===== src/rtl/keypad_scanner.sv =====
// rtl/keypad_scanner.sv - 4x4 keypad row scanner with debounced 16-bit key vector
// Define KEYPAD_ONEHOT_EN to report only the lowest-index pressed key.
module keypad_scanner #(
  parameter int SCAN_DIV     = 12000,
  parameter int DEBOUNCE_CNT = 4
) (
  input  logic        clk_in,
  input  logic        rst_in,
  input  logic [3:0]  col_in,
  output logic [3:0]  row_out,
  output logic [15:0] key_out,
  output logic        key_valid
);

  localparam int SW = $clog2(SCAN_DIV);
  localparam int AW = $clog2(DEBOUNCE_CNT + 1);
  localparam logic [SW-1:0] SLOT_LAST = SW'(SCAN_DIV - 1);
  localparam logic [AW-1:0] AGREE_MAX = AW'(DEBOUNCE_CNT);

  typedef enum logic [1:0] {ROW0, ROW1, ROW2, ROW3} state_t;

  state_t        state;
  state_t        state_next;
  logic [3:0]    col_meta;
  logic [3:0]    col_sync;
  logic [SW-1:0] slot_cnt;
  logic [15:0]   raw;
  logic [15:0]   prev_raw;
  logic [15:0]   scan_vec;
  logic [15:0]   filt_vec;
  logic [15:0]   commit_vec;
  logic [AW-1:0] agree_cnt;
  logic [AW-1:0] agree_next;
  logic          slot_done;
  logic          scan_done;
  logic          commit_pend;

  assign slot_done = (slot_cnt == SLOT_LAST);
  assign scan_done = slot_done && (state == ROW3);

  always_comb begin
    state_next = state;
    row_out    = 4'b1110;
    case (state)
      ROW0: begin
        row_out = 4'b1110;
        if (slot_done) state_next = ROW1;
      end
      ROW1: begin
        row_out = 4'b1101;
        if (slot_done) state_next = ROW2;
      end
      ROW2: begin
        row_out = 4'b1011;
        if (slot_done) state_next = ROW3;
      end
      ROW3: begin
        row_out = 4'b0111;
        if (slot_done) state_next = ROW0;
      end
      default: state_next = ROW0;
    endcase
  end

  // The complete scan includes the row-3 columns being latched this very cycle.
  always_comb begin
    scan_vec        = raw;
    scan_vec[15:12] = ~col_sync;
    agree_next      = AW'(1);
    if (scan_vec == prev_raw) begin
      agree_next = (agree_cnt == AGREE_MAX) ? agree_cnt : agree_cnt + AW'(1);
    end
`ifdef KEYPAD_ONEHOT_EN
    filt_vec = scan_vec & (~scan_vec + 16'd1);
`else
    filt_vec = scan_vec;
`endif
  end

  always_ff @(posedge clk_in) begin
    if (rst_in) begin
      col_meta    <= 4'hF;
      col_sync    <= 4'hF;
      state       <= ROW0;
      slot_cnt    <= '0;
      raw         <= '0;
      prev_raw    <= '0;
      agree_cnt   <= '0;
      commit_pend <= 1'b0;
      commit_vec  <= '0;
      key_out     <= '0;
      key_valid   <= 1'b0;
    end else begin
      col_meta    <= col_in;
      col_sync    <= col_meta;
      state       <= state_next;
      key_valid   <= commit_pend;
      commit_pend <= 1'b0;
      if (commit_pend) key_out <= commit_vec;
      if (slot_done) begin
        slot_cnt                   <= '0;
        raw[{state, 2'b00} +: 4]   <= ~col_sync;
      end else begin
        slot_cnt <= slot_cnt + SW'(1);
      end
      if (scan_done) begin
        prev_raw    <= scan_vec;
        agree_cnt   <= agree_next;
        commit_pend <= (agree_next == AGREE_MAX) && (filt_vec != key_out);
        commit_vec  <= filt_vec;
      end
    end
  end

endmodule


===== config.mk =====
export PLATFORM = sky130hd
export DESIGN_NAME = keypad_scanner
export DESIGN_NICKNAME = d
export VERILOG_FILES = /design/src/rtl/keypad_scanner.sv
export SDC_FILE = /design/constraint.sdc
export NUM_CORES = 1
export LEC_CHECK = 0
export BUFFER_PORTS_ARGS = -buffer_cell sky130_fd_sc_hd__buf_4
export CAP_MARGIN = 5
export CORE_ASPECT_RATIO = 1.2
export CORE_MARGIN = 2
export CORE_UTILIZATION = 41
export CTS_BUF_LIST = sky130_fd_sc_hd__clkbuf_2
export CTS_CLUSTER_SIZE = 8
export DETAILED_ROUTE_END_ITERATION = 10
export PLACE_DENSITY = 0.66
export SLEW_MARGIN = 0
export SYNTH_ARGS = -nofsm -noshare
export SYNTH_HDL_FRONTEND = slang
export SYNTH_SLANG_ARGS = --single-unit

===== constraint.sdc =====
create_clock -name clk_in -period 4.3 [get_ports clk_in]
set_input_delay 0.86 -clock clk_in [delete_from_list [all_inputs] [get_ports clk_in]]
set_output_delay 0.86 -clock clk_in [all_outputs]
set_load 0.01 [all_outputs]

==> metrics.log, run 1 <==
[metrics] setup violators final: 0
[metrics] Avg Synthesized Cell Area: 9.02 sq um
[metrics] number of gates given a new drive strength after cts: 0
[metrics] Critical Path, Cell by Cell: inv_1 -> ha_1 -> inv_1 -> buf_4
[metrics] synth warn: 0
[metrics] result of the run: finished, final reports clean
[metrics] detailed-route wire length: 6500 um
[metrics] HPWL reported at the end of detailed placement: 4480 um
[metrics] area of all placed cells without fillers: 0.00358 sq mm
[metrics] dominant delay contributor by cell family on the critical path: flip-flops
[metrics] setup_tns: 0 ns
[metrics] achievable frequency: 0.392 GHz
[metrics] IR drop worst, VDD: 191 uV
[metrics] global-route usage over all layers: 0.165
[metrics] sequential share of the synthesized area: 0.456
[metrics] critical path start-end classification: reg -> out
[metrics] synthesized instance count: 355
[metrics] horizontal die dimension: 84.7 um
[metrics] Worst EP arrival: 1.69 ns
[metrics] number of ports placed on the die boundary: 27
[metrics] number of flip-flops and latches in the synthesized netlist: 73
[metrics] netlist area before placement: 0.00320 sq mm
[metrics] hold violation count in the final report: 0
[metrics] final worst-path cycle share: 0.593
[metrics] number of distinct library cells after synthesis: 32
[metrics] post-CTS clock slew at the launch and capture registers of the worst setup and hold paths: 0.21 ns
[metrics] drt pass-1 iters: 4
[metrics] Lkg Pwr: 1.36 nW
[metrics] number of input and output port buffers inserted: 26
[metrics] total gr overflow: 0
[metrics] async set or reset register ratio after synthesis: 0
[metrics] Least-Margin Pin Slew: 1.00 ns
[metrics] unrepaired setup endpoints after global routing: no
[metrics] count of H-tree levels built during CTS: 3
[metrics] cell type with the highest aggregate area in the netlist: sky130_fd_sc_hd__dfxtp_1
[metrics] reg-to-reg slack, setup: 2.01 ns
[metrics] WP buf/inv: 3
[metrics] Slew Viols, Final: 0
[metrics] average wire per standard cell: 13.6 um
[metrics] total cell area at the placement stage: 0.00347 sq mm
[metrics] final antenna diode count: 0
[metrics] cell types with the largest area share after synthesis: sky130_fd_sc_hd__dfxtp_1, sky130_fd_sc_hd__xnor2_1, sky130_fd_sc_hd__xor2_1, sky130_fd_sc_hd__nand2_1, sky130_fd_sc_hd__mux2i_1
[metrics] Power Density: 306 mW/mm^2
[metrics] maximum number of pins on one net before global-route repair: 62
[metrics] clock network latency to the later pin of the worst-skew pair: 0.52 ns
[metrics] number of clock buffers inserted by TritonCTS: 9
[metrics] first-pass GRT wire length: 11000 um
[metrics] vias in the first global route: 2379
[metrics] Clock Skew: 0.0222 ns
[metrics] RePlAce Congestion: 0.837
[metrics] most used flip-flop cell after synthesis: sky130_fd_sc_hd__dfxtp_1
[metrics] category of the worst setup path launch point: flip-flop
[metrics] core footprint: 0.00762 sq mm
[metrics] max incr delay on CP: 0.50 ns
[metrics] type of the most critical hold path: reg -> reg
[metrics] clock sink count: 73
[metrics] Rows: 35
[metrics] routed vias/inst: 5.12
[metrics] crit path time final: 2.55 ns
[metrics] synth-to-layout area growth: 11.9%
[metrics] antenna violations before repair: 0
[metrics] top-area cell type share of the netlist area: 0.456
[metrics] maximum buffer depth of the clock tree: 2
[metrics] number of antenna-violating nets in the routed design: 0
[metrics] layout cell share with drive strength beyond 1: 0.156
[metrics] Initial Utilization: 0.420
[metrics] crit path capture type: output port
[metrics] final-stage net count: 397
[metrics] Worst path most repeated cell: sky130_fd_sc_hd__inv_1
[metrics] CTS tree: yes
[metrics] Synth Net Count: 372
[metrics] Post-route DRC: 0
[metrics] CP Data Required Time: 3.44 ns
[metrics] number of flops mapped to enable cells by yosys: 0
[metrics] Die ar.: 0.00854 sq mm
[metrics] number of buffers added to fix hold violations after cts: 0
[metrics] peak fanout along the critical path: 7
[metrics] Die Span Y: 101 um
[metrics] starting DRC count in detailed routing: 121
[metrics] Post-CTS Setup Bufs: 0
[metrics] clk root buf: sky130_fd_sc_hd__clkbuf_2
[metrics] slowest cell on the critical path: sky130_fd_sc_hd__dfxtp_1
[metrics] slew margin rel.: 0.332
[metrics] number of maximum-capacitance violations: 0
[metrics] Vias: 2443
-- area by class of cell --
type,instances,area (sq um)
Clock inverter,7,70.1
Multi-Input combinational cell,258,1650
Fill cell,750,4040
Clock buffer,9,45.0
Sequential cell,73,1460
Timing Repair Buffer,27,203
Inverter,11,41.3
Tap cell,92,115
-- metrics by stage --
stage          setup slack [ns]  hold slack [ns]  instances  power, mW  utilization
2_1_floorplan              2.21            0.389        355      0.722            -
3_3_place_gp               2.09            0.392        461      0.732        0.455
3_5_place_dp               2.03            0.394        461      0.732        0.455
4_1_cts                    1.69            0.420        477       1.11        0.470
5_1_grt                    1.57            0.443        477       1.15        0.470
6_report                   1.75            0.420        477       1.10        0.470
-- cells by family (layout without fill, tap and decap cells) --
| kind of cell | after synthesis | count (layout) | share of synthesized area |
|---|---|---|---|
| buf+inv | 24 | 54 | 0.0293 |
| simple gates | 147 | 147 | 0.231 |
| xor+xnor | 44 | 44 | 0.120 |
| flops | 73 | 73 | 0.456 |
| mux | 17 | 17 | 0.0535 |
| fa+ha+maj | 11 | 11 | 0.0430 |
| compound gates | 39 | 39 | 0.0664 |
-- routing by layer --
| layer | vias to the layer above | share of wire | track usage |
|---|---|---|---|
| li1 | 1243 | - | - |
| met1 | 1143 | 0.46 | 0.201 |
| met2 | 39 | 0.48 | 0.269 |
| met3 | 18 | 0.031 | 0.0352 |
| met4 | 0 | 0.034 | 0.0965 |
| met5 | - | 0 | 0 |
-- cells in the final DEF (no fill, tap or decap), types with 3 or more instances in the layout --
| cell type | netlist | routed |
|---|---|---|
| sky130_fd_sc_hd__nand3_1 | 11 | 11 |
| sky130_fd_sc_hd__dfxtp_1 | 73 | 73 |
| sky130_fd_sc_hd__or3_2 | 3 | 3 |
| sky130_fd_sc_hd__mux2i_1 | 16 | 16 |
| sky130_fd_sc_hd__or2_2 | 9 | 9 |
| sky130_fd_sc_hd__or3_1 | 12 | 12 |
| sky130_fd_sc_hd__a21oi_1 | 30 | 30 |
| sky130_fd_sc_hd__xnor2_1 | 23 | 23 |
| sky130_fd_sc_hd__xor2_1 | 21 | 21 |
| sky130_fd_sc_hd__nand2_1 | 43 | 43 |
| sky130_fd_sc_hd__nand4_1 | 7 | 7 |
| sky130_fd_sc_hd__nand2_4 | 3 | 3 |
| sky130_fd_sc_hd__clkinvlp_4 | 0 | 3 |
| sky130_fd_sc_hd__nor3_1 | 4 | 4 |
| sky130_fd_sc_hd__inv_1 | 11 | 11 |
| sky130_fd_sc_hd__a211oi_1 | 4 | 4 |
| sky130_fd_sc_hd__nor2_1 | 39 | 39 |
| sky130_fd_sc_hd__buf_4 | 0 | 27 |
| sky130_fd_sc_hd__nor4_1 | 9 | 9 |
| sky130_fd_sc_hd__clkbuf_2 | 0 | 9 |
| sky130_fd_sc_hd__ha_1 | 11 | 11 |
-- worst reg2reg max path: stages (launching register included) --
cell and delay, ns:
sky130_fd_sc_hd__dfxtp_1 0.38, sky130_fd_sc_hd__or4b_4 0.58, sky130_fd_sc_hd__nor4_4 0.62, sky130_fd_sc_hd__nand2_4 0.15, sky130_fd_sc_hd__or3_1 0.38, sky130_fd_sc_hd__a21oi_1 0.14
-- where the power goes --
group          switching (mW)  internal, mW
combinational          0.0176        0.0109
sequential            0.00594         0.684
clock                   0.247         0.132
total                   0.270         0.827
-- synthesized netlist by cell type, types with 2 or more instances --
cell type	instances
sky130_fd_sc_hd__or3_1	12
sky130_fd_sc_hd__o21ai_0	2
sky130_fd_sc_hd__nor3_1	4
sky130_fd_sc_hd__dfxtp_1	73
sky130_fd_sc_hd__clkbuf_1	10
sky130_fd_sc_hd__nand2_1	43
sky130_fd_sc_hd__or2_2	9
sky130_fd_sc_hd__xor2_1	21
sky130_fd_sc_hd__nor2_1	39
sky130_fd_sc_hd__nand2_4	3
sky130_fd_sc_hd__nand4_1	7
sky130_fd_sc_hd__nand3_1	11
sky130_fd_sc_hd__xnor2_1	23
sky130_fd_sc_hd__nor4_1	9
sky130_fd_sc_hd__buf_2	3
sky130_fd_sc_hd__or3_2	3
sky130_fd_sc_hd__mux2i_1	16
sky130_fd_sc_hd__inv_1	11
sky130_fd_sc_hd__ha_1	11
sky130_fd_sc_hd__a21oi_1	30
sky130_fd_sc_hd__a211oi_1	4
-- sequential cells by signal (all words and copies together), names as in the netlist --
signal       flops
commit_vec      16
key_out         16
slot_cnt        14
raw             12
col_meta         4
col_sync         4
agree_cnt        3
state            2
commit_pend      1
key_valid        1
-- final timing paths --
path               startpoint           to  depth (start not counted)
setup / recovery     state[0]   row_out[0]                          4
hold / removal    col_meta[3]  col_sync[3]                          1
setup reg to reg  slot_cnt[8]       raw[4]                          5
hold reg to reg   col_meta[3]  col_sync[3]                          1
Note: power is estimated with default switching activity, not from simulation.
==> run 2: changes to the inputs <==
--- a/config.mk
+++ b/config.mk
@@ -13,7 +13,7 @@
 export CTS_BUF_LIST = sky130_fd_sc_hd__clkbuf_2
 export CTS_CLUSTER_SIZE = 8
 export DETAILED_ROUTE_END_ITERATION = 10
-export PLACE_DENSITY = 0.66
+export PLACE_DENSITY = 0.69
 export SLEW_MARGIN = 0
 export SYNTH_ARGS = -nofsm -noshare
 export SYNTH_HDL_FRONTEND = slang
==> constraint.sdc (replaced) <==
create_clock -name clk_in -period 2.1 [get_ports clk_in]
set_input_delay 0.42 -clock clk_in [delete_from_list [all_inputs] [get_ports clk_in]]
set_output_delay 0.42 -clock clk_in [all_outputs]
set_load 0.01 [all_outputs]
==> run 2 against run 1 <==
Sequential power up 100%. Global-route usage up 0.21 points. Largest power group unchanged. Final area up 3.7%. Critical path depth up 2. Largest cell class unchanged. Clock skew up 0.0016 ns.
==> metrics.log, run 2 (synthesis gave the netlist of run 1 again) <==
[metrics] result of the run: finished, final reports clean (unchanged)
[metrics] starting DRC count in detailed routing: 124 (was 121)
[metrics] Initial Utilization: 0.420 (unchanged)
[metrics] net load switching power: 0.522 mW (was 0.270 mW)
[metrics] HPWL reported at the end of detailed placement: 4700 um (was 4480 um)
[metrics] final-stage net count: 410 (was 397)
[metrics] Critical Path, Cell by Cell: or4b_4 -> nor4_4 -> buf_6 -> nand2_4 -> or3_1 -> a21oi_2 (was inv_1 -> ha_1 -> inv_1 -> buf_4)
[metrics] Rows: 35 (unchanged)
[metrics] final antenna diode count: 0 (unchanged)
[metrics] antenna violations before repair: 0 (unchanged)
[metrics] number of cells on the critical path: 6 (was 4)
[metrics] WHS Path Cells: 2 (was 1)
[metrics] post-CTS clock slew at the launch and capture registers of the worst setup and hold paths: 0.18 ns (was 0.21 ns)
[metrics] internal power summed over all cells: 1.70 mW (was 0.827 mW)
[metrics] Die ar.: 0.00854 sq mm (unchanged)
[metrics] Lkg Pwr: 1.44 nW (was 1.36 nW)
[metrics] clk root buf: sky130_fd_sc_hd__clkbuf_2 (unchanged)
[metrics] achievable frequency: 0.487 GHz
[metrics] area taken by multi-input logic gates: 0.00167 sq mm (was 0.00165 sq mm)
[metrics] layout cell share with drive strength beyond 1: 0.204 (was 0.156)
[metrics] clock sink count: 73 (unchanged)
[metrics] flip-flop and latch area: 0.00147 sq mm (was 0.00146 sq mm)
[metrics] total gr overflow: 0 (unchanged)
[metrics] maximum number of pins on one net before global-route repair: 62 (unchanged)
[metrics] Clock Skew: 0.0238 ns (was 0.0222 ns)
[metrics] WP buf/inv: 1 (was 3)
[metrics] CP Data Required Time: 2.54 ns (was 3.44 ns)
[metrics] Least-Margin Pin Slew: 0.643 ns (was 1.00 ns)
[metrics] dominant delay contributor by cell family on the critical path: simple AND/OR/NAND/NOR gates (was flip-flops)
[metrics] number of clock buffers inserted by TritonCTS: 9 (unchanged)
[metrics] Post-route DRC: 0 (unchanged)
[metrics] category of the worst setup path launch point: flip-flop (unchanged)
[metrics] fraction of power consumed by sequential logic: 0.635 (was 0.628)
[metrics] Slew Viols, Final: 0 (unchanged)
[metrics] CTS tree: yes (unchanged)
[metrics] peak fanout along the critical path: 8 (was 7)
[metrics] RePlAce Congestion: 0.862 (was 0.837)
[metrics] synth-to-layout area growth: 16.0% (was 11.9%)
[metrics] max incr delay on CP: 0.58 ns (was 0.50 ns)
[metrics] Worst EP arrival: 2.49 ns (was 1.69 ns)
[metrics] top flop regs: commit_vec x16, key_out x16, slot_cnt x14 (unchanged)
[metrics] number of maximum-capacitance violations: 0 (unchanged)
[metrics] vias in the first global route: 2403 (was 2379)
[metrics] drt pass-1 iters: 4 (unchanged)
[metrics] clock network latency to the later pin of the worst-skew pair: 0.50 ns (was 0.52 ns)
[metrics] horizontal die dimension: 84.7 um (unchanged)
[metrics] Vias: 2485 (was 2443)
[metrics] proportion of power drawn by combinational gates: 0.030 (was 0.026)
[metrics] slowest cell on the critical path: sky130_fd_sc_hd__or4b_4 (was sky130_fd_sc_hd__dfxtp_1)
[metrics] critical path start-end classification: reg -> reg (was reg -> out)
[metrics] IR drop worst, VDD: 387 uV (was 191 uV)
[metrics] detailed-route wire length: 6880 um (was 6500 um)
[metrics] part of the power in the clock network: 0.336 (was 0.346)
[metrics] Filler Cell Count: 753 (was 750)
[metrics] type of the most critical hold path: in -> reg (was reg -> reg)
[metrics] crit path capture type: flip-flop (was output port)
[metrics] number of ports placed on the die boundary: 27 (unchanged)
[metrics] most common cell after layout, fill and taps aside: sky130_fd_sc_hd__dfxtp_1 (unchanged)
[metrics] first-pass GRT wire length: 11300 um (was 11000 um)
[metrics] final worst-path cycle share: 0.978
[metrics] maximum buffer depth of the clock tree: 2 (unchanged)
[metrics] switching power as a share of total power: 0.235 (was 0.246)
[metrics] setup violators final: 0 (unchanged)
[metrics] worst r2r path cells: 6 (was 5)
[metrics] number of input and output port buffers inserted: 26 (unchanged)
[metrics] global-route usage over all layers: 0.167 (was 0.165)
[metrics] core footprint: 0.00762 sq mm (unchanged)
[metrics] dpl ws: 0.0611 ns (was 2.03 ns)
[metrics] slew margin rel.: 0.571 (was 0.332)
[metrics] Power Density: 597 mW/mm^2 (was 306 mW/mm^2)
[metrics] average wire per standard cell: 14.0 um (was 13.6 um)
[metrics] count of H-tree levels built during CTS: 3 (unchanged)
[metrics] number of buffers added to fix hold violations after cts: 0 (unchanged)
[metrics] routed vias/inst: 5.07 (was 5.12)
[metrics] most frequent cells in the layout: sky130_fd_sc_hd__dfxtp_1, sky130_fd_sc_hd__nand2_1, sky130_fd_sc_hd__nor2_1 (unchanged)
[metrics] Die Span Y: 101 um (unchanged)
[metrics] hold violation count in the final report: 0 (unchanged)
[metrics] number of antenna-violating nets in the routed design: 0 (unchanged)
[metrics] PnR Total Power: 2.22 mW (was 1.10 mW)
[metrics] crit path time final: 2.05 ns
[metrics] post-route worst setup slack: 0.0469 ns (was 1.75 ns)
[run 2: cell types whose count changed in the layout (fill, tap and decap cells not counted), sizes merged]
cell      delta
buf         +13
clkinvlp     -3
clkbuf       +2
clkinv       +2
inv          -1
[run 2: metrics by stage]
step / cell area (sq um) / hold slack [ns] / TNS (ns) / util / instances
after CTS: 3660 / 0.0551 / 0 / 0.480 / 487
after global placement: 3560 / 0.392 / 0 / 0.467 / 471
final: 3710 / 0.104 / 0 / 0.488 / 490
after global routing: 3710 / 0.0480 / -0.0642 / 0.488 / 490
after floorplan: 3200 / 0.389 / 0 / - / 355
after detailed placement: 3560 / 0.395 / 0 / 0.467 / 471
[run 2: power by group through the flow]
stage / combinational, mW / sequential, mW / clock [mW]
after global routing: 0.0734 / 1.41 / 0.823
final: 0.0662 / 1.41 / 0.744
after floorplan: 0.0428 / 1.44 / 0
after CTS: 0.0657 / 1.41 / 0.767
after detailed placement: 0.0656 / 1.44 / 0
after global placement: 0.0653 / 1.44 / 0
[run 2: per-layer routing]
metal	vias up	routed length, um	GRT usage	share of wire
met1	1146	3130	0.201	0.45
met2	55	3280	0.276	0.48
li1	1268	-	-	-
met3	16	230	0.0377	0.033
met5	-	0	0	0
met4	0	240	0.0928	0.035
[run 2: path summary, 6_finish.rpt]
path               startpoint           to  slack, ns
setup / recovery  slot_cnt[8]       raw[6]       0.05
setup reg to reg  slot_cnt[8]       raw[6]       0.05
hold / removal      col_in[0]  col_meta[0]       0.10
hold reg to reg   col_meta[2]  col_sync[2]       0.42
[run 2: final cells by class]
class / count / share of cell area
multi-input cells: 258 / 0.449
clock buffers: 11 / 0.0148
clock inverters: 5 / 0.0125
repair buffers: 40 / 0.0852
flip-flops and latches: 73 / 0.396
well taps: 92 / 0.0310
inverters: 11 / 0.0111
[run 2: worst register-to-register path, stage by stage, from the launching register on]
cell	delay [ns]
sky130_fd_sc_hd__dfxtp_2	0.36
sky130_fd_sc_hd__or4b_4	0.58
sky130_fd_sc_hd__nor4_4	0.28
sky130_fd_sc_hd__buf_6	0.18
sky130_fd_sc_hd__nand2_4	0.08
sky130_fd_sc_hd__or3_1	0.39
sky130_fd_sc_hd__a21oi_2	0.15
[run 2: what timing repair did]
item	CTS	global route
gates resized for setup	1	13
setup buffers	0	3
endpoints found under the setup margin	2	18
